===== src/rtl/bcd_down_count.sv =====
// Cascadable BCD down-counter, DIGITS decimal digits with sync load and async reset.
// Define BCD_DOWN_COUNT_HOLD_EN to hold at all-zero instead of wrapping to all-9s.
module bcd_down_count #(
  parameter int DIGITS = 2
) (
  input  logic                clk,
  input  logic                r,
  input  logic                en,
  input  logic                bin,
  input  logic                load,
  input  logic [4*DIGITS-1:0] d,
  output logic [4*DIGITS-1:0] q,
  output logic                bout,
  output logic                zero
);

  function automatic logic [3:0] sat_digit(input logic [3:0] v);
    return (v > 4'd9) ? 4'd9 : v;
  endfunction

  // Non-BCD codes are unreachable; mapping them to 9 keeps the digit legal regardless.
  function automatic logic [3:0] dec_digit(input logic [3:0] v);
    return ((v == 4'd0) || (v > 4'd9)) ? 4'd9 : v - 4'd1;
  endfunction

  logic                dec_req;
  logic                term_hold;
  logic [DIGITS-1:0]   digit_zero;
  logic [DIGITS-1:0]   step;

  assign dec_req = en & bin & ~load;
  assign zero    = &digit_zero;
  assign bout    = dec_req & zero;

`ifdef BCD_DOWN_COUNT_HOLD_EN
  assign term_hold = zero;
`else
  assign term_hold = 1'b0;
`endif

  for (genvar k = 0; k < DIGITS; k++) begin : g_digit
    logic [3:0] cnt;

    assign digit_zero[k] = (cnt == 4'd0);

    // A digit steps when a decrement is requested and every lower digit is at 0.
    if (k == 0) begin : g_lsd
      assign step[k] = dec_req & ~term_hold;
    end else begin : g_upper
      assign step[k] = dec_req & ~term_hold & (&digit_zero[k-1:0]);
    end

    always_ff @(posedge clk or posedge r) begin
      if (r) begin
        cnt <= 4'd0;
      end else if (load) begin
        cnt <= sat_digit(d[4*k +: 4]);
      end else if (step[k]) begin
        cnt <= dec_digit(cnt);
      end
    end

    assign q[4*k +: 4] = cnt;
  end

endmodule


===== config.mk =====
export PLATFORM = sky130hd
export DESIGN_NAME = bcd_down_count
export DESIGN_NICKNAME = d
export VERILOG_FILES = /design/src/rtl/bcd_down_count.sv
export SDC_FILE = /design/constraint.sdc
export NUM_CORES = 1
export LEC_CHECK = 0
export CORE_MARGIN = 2
export CORE_UTILIZATION = 43
export CTS_CLUSTER_DIAMETER = 50
export DETAILED_ROUTE_END_ITERATION = 10
export PLACE_DENSITY_LB_ADDON = 0.1
export SLEW_MARGIN = 20
export SYNTH_ARGS = -nofsm -noshare
export SYNTH_HDL_FRONTEND = slang
export SYNTH_SLANG_ARGS = --single-unit

===== constraint.sdc =====
create_clock -name clk -period 2.1 [get_ports clk]
set_input_delay 0.21 -clock clk [delete_from_list [all_inputs] [get_ports clk]]
set_output_delay 0.21 -clock clk [all_outputs]
set_load 0.1 [all_outputs]

* Yosys cells after proc, flatten, opt, wreduce, memory -nomap -nowiden
Cells that the tools add are included. W data, S select, Z words.
Cells by class: add/sub/neg operators 2, magnitude comparators 4, muxes and demuxes 8, bitwise operators 5, reduce and logical (&&, ||, !) cells 7
Operator list (count):
- $mux W4 | 8
- $gt A4 B4 Y1 const B | 4
- $logic_not A4 Y1 | 2
- $sub A4 B1 Y4 const B | 2
- $and A1 B1 Y1 | 4
- $reduce_bool A2 Y1 | 2
- $logic_or A1 B1 Y1 | 2
- $reduce_and A2 Y1 | 1
- $not A1 Y1 | 1
Storage, ports and cells: flip-flop bits (word level) 8

* Logic depth before layout (Yosys ltp)
Gate-level depths: netlist of run 1.
word-level depth 5, depth in mapped cells 6

* Worst setup path before layout of run 1
No wires, ideal clock.
path type register to output, start reg g_digit[0].cnt[0], end out bout, arrival 4.379 ns, slack -2.489 ns, cell stages (with the launch flop) 6, path buffers 0, path through dfrtp_1 -> inv_1 -> ha_1 -> nor2b_1 -> nand2_1 -> nor4_1
On the way: word-level cells in the longest chain between the ends 3
Ends and longest elaborated chain:
- start, declared | RTL line 42 | logic [3:0] cnt;
- start signal, assigned | RTL line 57 | cnt <= sat_digit(d[4*k +: 4]);
- start signal, assigned | RTL line 59 | cnt <= dec_digit(cnt);
- $logic_not A4 Y1 | RTL line 44 | assign digit_zero[k] = (cnt == 4'd0);
- $reduce_and A2 Y1 | RTL line 32 | assign zero = &digit_zero;
- $and A1 B1 Y1 | RTL line 33 | assign bout = dec_req & zero;
- end, declared | RTL line 13 | output logic bout,
Every way passes these cells.

* Worst setup path in the final report of run 1
start reg g_digit[1].cnt[0], end out bout
On the way: word-level cells in the longest chain between the ends 3
Ends and longest elaborated chain (RTL line):
- start, declared | 42
- start signal, assigned | 57
- start signal, assigned | 59
- $logic_not A4 Y1 | 44
- $reduce_and A2 Y1 | 32
- $and A1 B1 Y1 | 33
Every way passes these cells.

==> results of run 1 <==
[placed cells by master (no fill, tap or decap), types with 3 or more instances in the layout]
cell type,instances
a21oi_1,4
buf_4,9
clkbuf_4,3
clkdlybuf4s50_1,12
dfrtp_2,3
dfrtp_4,4
ha_1,4
inv_1,6
nand2_1,6
nor2_1,4
o21ai_0,5
[final timing paths]
kind	start	endpoint	cells past startpoint
setup / recovery	g_digit[1].cnt[0]	bout	6
hold / removal	r	g_digit[1].cnt[1]	2
setup reg to reg	g_digit[1].cnt[0]	g_digit[1].cnt[0]	6
hold reg to reg	g_digit[1].cnt[0]	g_digit[1].cnt[0]	2
max in group asynchronous	r	g_digit[0].cnt[0]	2
min in group clk	d[1]	g_digit[0].cnt[1]	3
[power groups by stage]
stage	Clock, W	Sequential [W]	Combinational, W
detailed placement	0	0.000245	0.000465
finish	0.000139	0.000243	0.000466
global placement	0	0.000244	0.000461
floorplan	0	0.000433	0.000164
global route	0.000149	0.000249	0.000494
CTS	0.000138	0.000243	0.000468
[critical path, cell delays in order, from the launching register on]
cell and delay, ps:
dfrtp_4 520, inv_4 80, ha_4 130, nor3b_4 220
nand2_2 120, nor4_4 200, buf_12 210
[stage by stage]
step / util, % / hold WS, ps
after floorplan: - / 25.54
after global placement: 67.35 / 496.8
after detailed placement: 67.35 / 494.5
after CTS: 69.13 / 213.2
after global routing: 69.13 / 252.8
final: 69.13 / 198.5
[layout make-up]
type	count	area share, %
Inverter	10	4.182
Timing Repair Buffer	23	22.39
Sequential cell	8	21.53
Clock buffer	4	2.583
Multi-Input combinational cell	57	47.36
Tap cell	16	1.968
[metal layers]
metal | vias up | track usage (%)
met3 | 4 | 3.830
met2 | 12 | 30.75
met4 | 0 | 5.455
met1 | 302 | 30.10
met5 | - | 0
li1 | 327 | -
[kinds of logic (layout without fill, tap and decap cells)]
logic type	after synthesis	count (layout)
AND/OR/NAND/NOR	26	26
AO/OA/AOI/OAI	25	25
buffers and inverters	11	37
flip-flops	8	8
adder cells (fa/ha/maj)	6	6
==> results by group, run 1 <==
Clock network
  – Hold_buf cts: 0
  – Worst skew pair latency: 270 ps
  – Clock Sinks: 8
  – CTS max path bufs: 2
  – CTS tree: yes
  – Postcts setup bufs: 0
  – H-tree levels: 1
  – Clk slew on worst S/H paths: 60 ps
  – Num CTS Buffers: 3
  – Root Driver: clkbuf_4
  – Cts repair resizes: 0

Worst setup path
  – Setup crit end kind: output pin
  – Worst EP required: 1890 ps
  – Critical Path AT: 1740 ps
  – Critical path type: reg -> out
  – FF-to-FF setup slack: 350 ps
  – Crit-path max FO: 6
  – Critical Path Source Type: flop

Synth
  – EDFF count, synth: 0
  – Synth cell types: 32
  – Fraction of registers with async set/reset: 100.0%
  – Post-synthesis instance area: 660.6 um^2
  – XOR/XNOR Fraction of Synth Area: 0%
  – Synth Area in Compound Gates: 29.17%
  – Syn. warnings: 0
  – Largest family of logic cells by synthesized area: compound AO/OA/AOI/OAI gates
  – Mapped Cells: 76
  – Synth Flop Type: dfrtp_1
  – Syn Area/Cell: 8.693 um^2
  – Yosys reg bits: 8
  – Sequential area share after synthesis: 30.30%
  – Synth Area in Adders: 11.36%
  – Area contributors post-synth: dfrtp_1, ha_1, inv_1
  – Dominant cell by count in the synthesized netlist: inv_1
  – Synth area leader: dfrtp_1
  – Simple-Gate Fraction of Synth Area: 22.73%
  – Post-synthesis mux area share: 0%
  – Post-synth top cells: inv_1, dfrtp_1, nand2_1, ha_1
  – Synthesized net count: 95
  – Post-synth top area share: 30.30%

Routing
  – WL final: 1670 um
  – Met2 wire length: 771 um
  – DRC viols: 0
  – M1 WL: 829 um
  – Drt pass-1 iters: 4
  – Post-DR wirelength/cell: 14.15 um
  – Met3 wire length: 49 um
  – Drt first-iter violations: 12
  – Via density: 5.466
  – Post-route ant nets: 0
  – Highest routed layer: met4
  – Via count: 645

Power
  – Sw Pwr: 0.0004413 W
  – Logic pwr share: 55.0%
  – Flop pwr share: 28.6%
  – Pint: 0.0004072 W
  – Leak: 0.4015 nW
  – Clock Power Share: 16.4%
  – Power per standard cell area: 834.1 nW/um^2
  – Total power: 0.0008485 W
  – Worst ir drop on vdd: 0.5652 mV
  – Switch share: 52.01%

Global routing
  – GRT Overall Usage: 20.58%
  – Vias in the first global route: 631
  – Total grt overflow: 0
  – Largest net degree at the start of global routing: 10
  – First-pass GRT wire length: 2891 um
  – Initial antenna violation count: 0

Floorplanning
  – Core ar.: 1471 um^2
  – Rows: 14
  – DIE HEIGHT: 43.20 um
  – Starting density of the core: 44.90%
  – Total die area: 1866 um^2
  – I/O pin count: 23
  – Horiz. Die Dim: 43.20 um

Finish
  – Final Cell Area: 1017 um^2
  – # nets final: 122
  – Non-Filler Instances: 118
  – Top reg by flops: g_digit.cnt
  – Biggest regs: g_digit.cnt: 8 flops
  – Synth-to-layout area growth: 53.98%
  – Multi-input combinational cell area: 481.7 um^2
  – Diodes inserted: 0
  – Number of flip-flops in the largest register: 8
  – Share of layout cells above drive strength 1: 36.27%
  – Filler cells: 118
  – Seq. cell area: 219.0 um^2

Timing
  – Min Tclk post-route: 1954 ps
  – Final Hold Vio Count: 0
  – Pin slew with the least headroom to its limit: 475.9 ps
  – Setup TNS: 0 ps
  – Final setup vio count: 0
  – Slew headroom: 68.08%
  – Final WS setup: 146.2 ps
  – Clock Skew: 3.642 ps
  – Final critical-path share of the clock period: 93.04%
  – Max Slew Vio Count: 0
  – RSZ-0062 raised after global routing: no
  – Highest clock rate: 511.8 MHz

Placement
  – Pre-CTS setup slack: 320.1 ps
  – Placed cell count: 114
  – Buffers added on ports: 22
  – Final Wtd Congestion: 0.8021
  – Hpwl dp: 1273 um
  – Dpl cell area: 991.0 um^2

Worst hold path
  – HP Class: in -> async

Outcome
  – Status: finished, final reports clean

Flow run
  – Max Cap Viol: 0
No activity file was read; power rests on OpenSTA's default activity.
==> run 2: changes to the inputs <==
--- a/config.mk
+++ b/config.mk
@@ -5,6 +5,7 @@
 export SDC_FILE = /design/constraint.sdc
 export NUM_CORES = 1
 export LEC_CHECK = 0
+export CAP_MARGIN = 25
 export CORE_MARGIN = 2
 export CORE_UTILIZATION = 43
 export CTS_CLUSTER_DIAMETER = 50
==> results of run 2 <==
The final DEF is identical to that of run 1; final timing and power are the same.
==> edit: new RTL, flow settings as in run 2 <==
Put one more register stage on the output `q`, with the module's reset. The value now appears one clock later. The other outputs are not delayed to match.
--- a/src/rtl/bcd_down_count.sv
+++ b/src/rtl/bcd_down_count.sv
@@ -15,2 +15,4 @@
 );
+
+  logic [4*DIGITS-1:0] q_d;
 
@@ -62,3 +64,11 @@
 
-    assign q[4*k +: 4] = cnt;
+    assign q_d[4*k +: 4] = cnt;
+  end
+
+  always_ff @(posedge clk or posedge r) begin
+    if (r) begin
+      q <= '0;
+    end else begin
+      q <= q_d;
+    end
   end
Function: changed (a bounded check fails within 4 cycles, from zero or initial values).
==> edit against run 2 <==
  * Cell area increased by 16%
  * Worst hold slack better by 83 ps
  * Routed wire length rose by 9.0%
  * Clock power grew 12%
  * Area after synthesis increased by 27%
  * Worst setup slack worse by 54 ps
  * Total power decreased by 4.2%
  * Sequential cell count up 8
  * Largest power group is now sequential cells
==> edit: results <==
<?xml version="1.0" encoding="UTF-8"?>
<metrics>
  <group name="setup_path">
    <metric name="critPathArrivalTime" unit="ps">1800</metric>
    <metric name="critical_path.reg2reg.startpoint" unit="">g_digit[0].cnt[0]</metric>
    <metric name="delay_of_the_slowest_cell_on_the_worst_path" unit="ps">420</metric>
  </group>
  <group name="final_layout">
    <metric name="layout.non_clock_inverters" unit="">6</metric>
    <metric name="drive_above_1_share" unit="%">24.32</metric>
    <metric name="num-nonclk-buffers" unit="">27</metric>
    <metric name="multi_input_comb_area" unit="sq um">446.7</metric>
    <metric name="net_count_reported_at_finish" unit="">132</metric>
    <metric name="multi_input_comb_cells" unit="">59</metric>
    <metric name="seq_cell_count" unit="">16</metric>
    <metric name="fraction_of_standard_cell_area_in_multi_input_logic" unit="%">37.70</metric>
    <metric name="non_clock_buffer_area_share" unit="%">21.75</metric>
    <metric name="layout.clock.cell_area_share" unit="%">1.901</metric>
  </group>
  <group name="grt">
    <metric name="grt_use_total" unit="%">17.58</metric>
    <metric name="maximum_number_of_pins_on_one_net_before_global_route_repair" unit="">17</metric>
    <metric name="grt.met2_usage" unit="%">25.26</metric>
    <metric name="grt_util_met1" unit="%">26.65</metric>
    <metric name="grt_pass1_wl" unit="mm">2.808</metric>
  </group>
  <group name="yosys">
    <metric name="synth-seq-area-share" unit="%">47.55</metric>
    <metric name="yosys.area_share.adder" unit="%">8.915</metric>
    <metric name="synthesis.nets" unit="">102</metric>
    <metric name="synth.area.top_cells" unit="">dfrtp_1, ha_1, nor3_1</metric>
    <metric name="synth_compound_area_share" unit="%">19.02</metric>
    <metric name="synth_commonest_cells" unit="">dfrtp_1, nor2_1, ha_1, nor3_1, o21ai_0</metric>
    <metric name="synthDistinctLibCells" unit="">33</metric>
  </group>
  <group name="pwr">
    <metric name="vdd_drop_max" unit="uV">316.6</metric>
    <metric name="power_frac_seq" unit="%">44.2</metric>
    <metric name="internal_power" unit="uW">499.7</metric>
    <metric name="power.switching_fraction" unit="%">38.54</metric>
    <metric name="p_comb" unit="uW">299</metric>
    <metric name="static-leakage-power" unit="uW">0.0005076</metric>
  </group>
  <group name="placement">
    <metric name="detailedPlacementHpwl" unit="mm">1.356</metric>
    <metric name="place_area" unit="sq mm">0.001134</metric>
  </group>
  <group name="routing">
    <metric name="drt-vias-per-instance" unit="">5.312</metric>
    <metric name="wl_met1" unit="microns">870</metric>
    <metric name="route.top_layer_used" unit="">met3</metric>
    <metric name="met2_wirelength" unit="microns">816</metric>
    <metric name="wl_met3" unit="microns">133</metric>
  </group>
  <group name="run_status">
    <metric name="status" unit="">complete, no violations</metric>
  </group>
  <group name="timing">
    <metric name="clock-skew-final" unit="ps">8.005</metric>
  </group>
  <group name="cts">
    <metric name="clk_transition_reported_paths" unit="ps">90</metric>
  </group>
</metrics>
edit: cell count changes after synthesis, moves of 3 or more:
cell     change
nand2_1      -4
dfrtp_1      +8
nor3_1       +5
a21oi_1      -3
a32oi_1      +3
inv_1        -5
nor2_1       +3
edit: worst paths after layout:
check | to | slack (ps)
max reg2reg | g_digit[1].cnt[3] | 440
min reg2reg | q[4] | 450
min | q[6] | 280
min in group clk | q[4] | 450
max | bout | 90
max in group asynchronous | g_digit[0].cnt[0] | 1390
edit: stage by stage:
step	worst slack, ps	cells	TNS (ps)
after floorplan	-126.8	83	-126.8
after global placement	193.7	134	0
after detailed placement	132.3	134	0
after CTS	17.74	138	0
after global routing	31.12	138	0
final	91.96	138	0
edit: timing repair:
action | CTS | global route
buffers inserted | 1 | 0
resized for setup | 3 | 4
setup endpoints to repair | 1 | 2
hold buffers | 0 | 0
pin swaps | 0 | 1
